[src/rtl/alu_pkg.sv]
// Shared definitions for the ALU and its two-port arbiter: widths, opcodes,
// FSM encoding, latched request payload and the opcode legality check.
package alu_pkg;

  localparam int unsigned OW  = 4;  // operand width
  localparam int unsigned DW  = 8;  // result width
  localparam int unsigned CW  = 2;  // opcode width

  localparam logic [CW-1:0] OP_ADD = 2'b00;
  localparam logic [CW-1:0] OP_SUB = 2'b01;

  typedef enum logic [1:0] {
    IDLE = 2'd0,
    EXEC = 2'd1,
    RESP = 2'd2
  } state_t;

  typedef struct packed {
    logic          id;
    logic [CW-1:0] op;
    logic [OW-1:0] a;
    logic [OW-1:0] b;
  } req_t;

  function automatic logic op_legal(input logic [CW-1:0] op);
    return (op == OP_ADD) || (op == OP_SUB);
  endfunction

endpackage

[src/rtl/alu.sv]
// 4-bit add/subtract unit with an 8-bit result; illegal opcodes yield zero.
module alu
  import alu_pkg::*;
(
  input  logic [OW-1:0] a,
  input  logic [OW-1:0] b,
  input  logic [CW-1:0] ctrl,
  output logic [DW-1:0] result
);

  // Add is zero-extended; subtract wraps in 8-bit two's complement.
  always_comb begin
    result = '0;
    case (ctrl)
      OP_ADD:  result = DW'(a) + DW'(b);
      OP_SUB:  result = DW'(a) - DW'(b);
      default: result = '0;
    endcase
  end

endmodule

[src/rtl/alu_arbiter.sv]
// Round-robin sharing of one alu between two valid/ready requesters, with a
// registered response held until the consumer accepts it.
module alu_arbiter
  import alu_pkg::*;
#(
  parameter int unsigned NREQ = 2
) (
  input  logic               clk,
  input  logic               rst_n,
  input  logic [NREQ-1:0]    req_valid,
  input  logic [NREQ*OW-1:0] req_a,
  input  logic [NREQ*OW-1:0] req_b,
  input  logic [NREQ*CW-1:0] req_op,
  output logic [NREQ-1:0]    req_ready,
  output logic               rsp_valid,
  input  logic               rsp_ready,
  output logic [DW-1:0]      rsp_data,
  output logic               rsp_id,
  output logic               rsp_err,
  output logic               busy
);

  state_t        state, state_d;
  logic          prio, prio_d;
  req_t          lat, lat_d;
  logic          rsp_valid_d;
  logic [DW-1:0] rsp_data_d;
  logic          rsp_id_d;
  logic          rsp_err_d;
  logic          busy_d;
  logic          gnt_id;
  logic          any_req;
  logic [DW-1:0] alu_result;

  // Single requester wins outright; a tie goes to the port named by prio.
  always_comb begin
    any_req = |req_valid;
    if (req_valid[0] && req_valid[1]) gnt_id = prio;
    else                              gnt_id = req_valid[1];
  end

  alu u_alu (
    .a      (lat.a),
    .b      (lat.b),
    .ctrl   (lat.op),
    .result (alu_result)
  );

  always_comb begin
    state_d     = state;
    prio_d      = prio;
    lat_d       = lat;
    rsp_valid_d = rsp_valid;
    rsp_data_d  = rsp_data;
    rsp_id_d    = rsp_id;
    rsp_err_d   = rsp_err;
    req_ready   = '0;
    case (state)
      IDLE: begin
        if (any_req) begin
          req_ready[gnt_id] = 1'b1;
          lat_d.id = gnt_id;
          lat_d.a  = gnt_id ? req_a[7:4]  : req_a[3:0];
          lat_d.b  = gnt_id ? req_b[7:4]  : req_b[3:0];
          lat_d.op = gnt_id ? req_op[3:2] : req_op[1:0];
          prio_d   = ~gnt_id;
          state_d  = EXEC;
        end
      end
      EXEC: begin
        rsp_data_d  = op_legal(lat.op) ? alu_result : '0;
        rsp_err_d   = ~op_legal(lat.op);
        rsp_id_d    = lat.id;
        rsp_valid_d = 1'b1;
        state_d     = RESP;
      end
      RESP: begin
        if (rsp_ready) begin
          rsp_valid_d = 1'b0;
          state_d     = IDLE;
        end
      end
      default: state_d = IDLE;
    endcase
    busy_d = (state_d != IDLE);
  end

  always_ff @(posedge clk or negedge rst_n) begin
    if (!rst_n) begin
      state     <= IDLE;
      prio      <= 1'b0;
      lat       <= '0;
      rsp_valid <= 1'b0;
      rsp_data  <= '0;
      rsp_id    <= 1'b0;
      rsp_err   <= 1'b0;
      busy      <= 1'b0;
    end else begin
      state     <= state_d;
      prio      <= prio_d;
      lat       <= lat_d;
      rsp_valid <= rsp_valid_d;
      rsp_data  <= rsp_data_d;
      rsp_id    <= rsp_id_d;
      rsp_err   <= rsp_err_d;
      busy      <= busy_d;
    end
  end

endmodule

[config.mk]
export PLATFORM = sky130hd
export DESIGN_NAME = alu_arbiter
export DESIGN_NICKNAME = d
export VERILOG_FILES = /design/src/rtl/alu_pkg.sv /design/src/rtl/alu.sv /design/src/rtl/alu_arbiter.sv
export SDC_FILE = /design/constraint.sdc
export NUM_CORES = 1
export LEC_CHECK = 0
export ABC_AREA = 1
export CORE_UTILIZATION = 51
export CTS_BUF_LIST = sky130_fd_sc_hd__clkbuf_4 sky130_fd_sc_hd__clkbuf_8 sky130_fd_sc_hd__clkbuf_16
export CTS_CLUSTER_DIAMETER = 60
export CTS_CLUSTER_SIZE = 28
export DETAILED_ROUTE_END_ITERATION = 10
export GPL_TIMING_DRIVEN = 0
export PLACE_DENSITY = 0.84
export SYNTH_ARGS = -nofsm -noshare
export SYNTH_HDL_FRONTEND = slang
export SYNTH_SLANG_ARGS = --single-unit
export TNS_END_PERCENT = 20
[constraint.sdc]
create_clock -name clk -period 4.5 [get_ports clk]
set_input_delay 0.675 -clock clk [delete_from_list [all_inputs] [get_ports clk]]
set_output_delay 0.675 -clock clk [all_outputs]
set_load 0.01 [all_outputs]
==> run metrics <==
outcome completed; Synth Area in Simple Gates 0.186; Die Width 54.2 µm; Mapped Avg Cell Area 8.74 µm²; area leader, netlist dfrtp_1; vias in the first global route 1193; RSZ-0062 raised after global routing no; Critical Path AT 2.09 ns; most instantiated library cell after synthesis nand2_1; DR vias 1210; core area 0.00252 mm²; post-layout util 0.738; maxcap violations 0; WP data required 3.83 ns; FF+latch count, synth 24; Sink Count 24; largest family of logic cells by synthesized area simple AND/OR/NAND/NOR gates; post-synthesis compound-gate area fraction 0.184; Initial DRC Count 29; row count 18; clock root buffer clkbuf_4; CTS tree built; die area 0.00294 mm²; CP max stage cell clkdlybuf4s50_1; later-pin clock latency in the skew report 0.32 ns; Setup CP Type input pin to output port; CP startpoint kind input pin; post-synthesis mux area share 0; Die Y 54.2 µm; Switch Pwr 585 µW; worst-path fanout max 9; Synthesized Nets 194; worst-path cell chain clkdlybuf4s50_1, o21ai_4, nor2_1, clkdlybuf4s50_1; post-synth cell types 25; Synth Area in Adders 0.101; fmax 361 MHz; P&R area growth vs syn 33.8%; Final Critical Period 2.77 ns; boundary pin count 39; Post-synth EDFFs 0; Residual DRC 0; hold-fix buffer count after cts 0; placed insts 227; max-slew violation count 0; r2r endpoint rsp_data[4]; TritonCTS buffer count 3; ANT nets after route 0; sw frac 0.430; Pleak 0.000876 µW; sequential power share 0.288; post-synth top area share 0.432; CP top delay family buffers and inverters; Post-Syn Area 0.00139 mm²; xor/xnor share of the synthesized area 0.00630; final net count 237; Worst R2R Path Depth 10; final hold viol count 0; CP endpoint kind output port; top cells by area, synth dfrtp_1 (43%), nand2_1 (9.7%), ha_1 (7.2%); FFs w/ async S/R, synth 1.00; RR Startpoint lat[0]; critical path depth 4; total track usage 0.232; Wirelength per Cell 12.7 µm; non-filler instance count after layout 231; buffers and inverters on the worst path 2; Min Hold Slack 0.500 ns; YS warnings 0; share of cells above drive strength 1 0.159; setup TNS 0 ns; Power Density 731 mW/mm²; post-synthesis sequential area ratio 0.432; setup slack, reg-to-reg 2.85 ns; Layout fillers 197; Setup Skew 0.00456 ns; Placer Congestion 0.844; HPWL after detailed placement 2.28 mm; Reg clk slew, reported paths 0.14 ns; crit path from req_valid[1]; Tcrit/Tclk final 0.615; grt total ovfl 0; Diodes inserted 0; initial cell density of the core 0.551; cts repair resizes 0; antenna violations before repair 0; Bufs on Longest Clock Path 2; first-pass GRT wire length 4.88 mm; ys flop type dfrtp_1; Slew headroom 0.292; Combinational Power Share 0.594; largest net degree at the start of global routing 25; Buffers on Ports 38; H-tree levels 1; CP Capture Point req_ready[0]; most frequent CP cell clkdlybuf4s50_1; DRT Pass-1 Iters 4; Clock power frac 0.117; post-CTS setup buffer count 0; Pint 775 µW; Worst Hold Class flop to flop; final setup fails 0; largest stage delay on the critical path 0.49 ns; drt total wl 2.93 mm; VDD IR max 462 µV; Post-Synthesis Cells 159; Post-synth top cells nand2_1 (36), dfrtp_1 (24), nor2_1 (15); Slew @ Worst Pin 1.06 ns; vias per cell 5.24
[metal layers]
layer	GRT usage	up-vias	share of wire	wire (µm)
met4	0.0726	0	0.0075	22
met3	0.0339	4	0.041	121
li1	-	599	-	-
met5	0	-	0	0
met1	0.273	566	0.44	1280
met2	0.427	41	0.51	1510
[worst register-to-register path, delay by kind of cell, from the launching register on]
kind	cells	cell delay, ns
flops	1	0.42
simple gates	6	0.32
buf+inv	1	0.09
fa+ha+maj	2	0.61
compound gates	1	0.12
[area by class of cell]
type	count	area (µm²)	share of cell area
Buffer	7	50.0	0.0269
Multi-Input combinational cell	109	663	0.356
Tap cell	30	37.5	0.0202
Clock inverter	1	30.0	0.0161
Inverter	19	76.3	0.0410
Timing Repair Buffer	38	380	0.204
Sequential cell	24	601	0.323
Clock buffer	3	22.5	0.0121
[cells in the final DEF, fill, tap and decap left out]
cell type,count
inv_2,4
o21bai_2,2
clkdlybuf4s50_1,38
o21ai_1,8
a21oi_1,12
clkbuf_4,3
nor2_1,15
ha_1,8
nand3_1,7
o22ai_2,5
fa_1,2
o22ai_1,1
o21ai_0,1
buf_8,1
a21oi_2,2
o31ai_1,1
inv_1,14
o21ai_2,2
buf_4,2
inv_6,1
xnor2_1,1
o21ai_4,1
buf_2,4
nand2_1,36
dfrtp_1,24
nand3b_1,1
nor2_2,4
bufinv_16,1
[per-stage QoR]
step	setup slack, ns	total power [µW]	cell area [µm²]
after detailed placement	1.71	1200	1810
after CTS	1.71	1360	1860
after floorplan	2.76	938	1390
after global routing	1.66	1470	1860
final	1.73	1360	1860
after global placement	1.74	1150	1810
[state kept, by name (all words and copies together) (netlist names)]
| signal | count |
|---|---|
| rsp_id | 1 |
| rsp_data | 6 |
| rsp_valid | 1 |
| busy | 1 |
| state | 2 |
| rsp_err | 1 |
| lat | 11 |
| prio | 1 |
[worst min-delay path by stage]
| stage | from | endpoint | slack (ns) | cells past startpoint |
|---|---|---|---|---|
| floorplan | rst_n | busy | 0.38 | 0 |
| global placement | rsp_data[3] | rsp_data[3] | 0.46 | 2 |
| detailed placement | rsp_id | rsp_id | 0.47 | 2 |
| CTS | lat[9] | rsp_data[0] | 0.50 | 1 |
| global route | lat[9] | rsp_data[0] | 0.52 | 1 |
| finish | lat[9] | rsp_data[0] | 0.50 | 1 |
[kinds of logic after synthesis]
kind of cell               after synthesis
and+or+nand+nor                         63
AOI/OAI and AO/OA                       35
buffers and inverters                   26
DFF                                     24
adders and majority gates               10
xor gates and xnor gates                 1
[power groups by stage]
stage | combinational (µW) | sequential, µW | clock, µW
after CTS | 808 | 394 | 161
final | 809 | 392 | 160
after floorplan | 533 | 405 | 0
after detailed placement | 796 | 400 | 0
after global placement | 761 | 392 | 0
after global routing | 892 | 407 | 173
No activity file was read; power rests on OpenSTA's default activity.
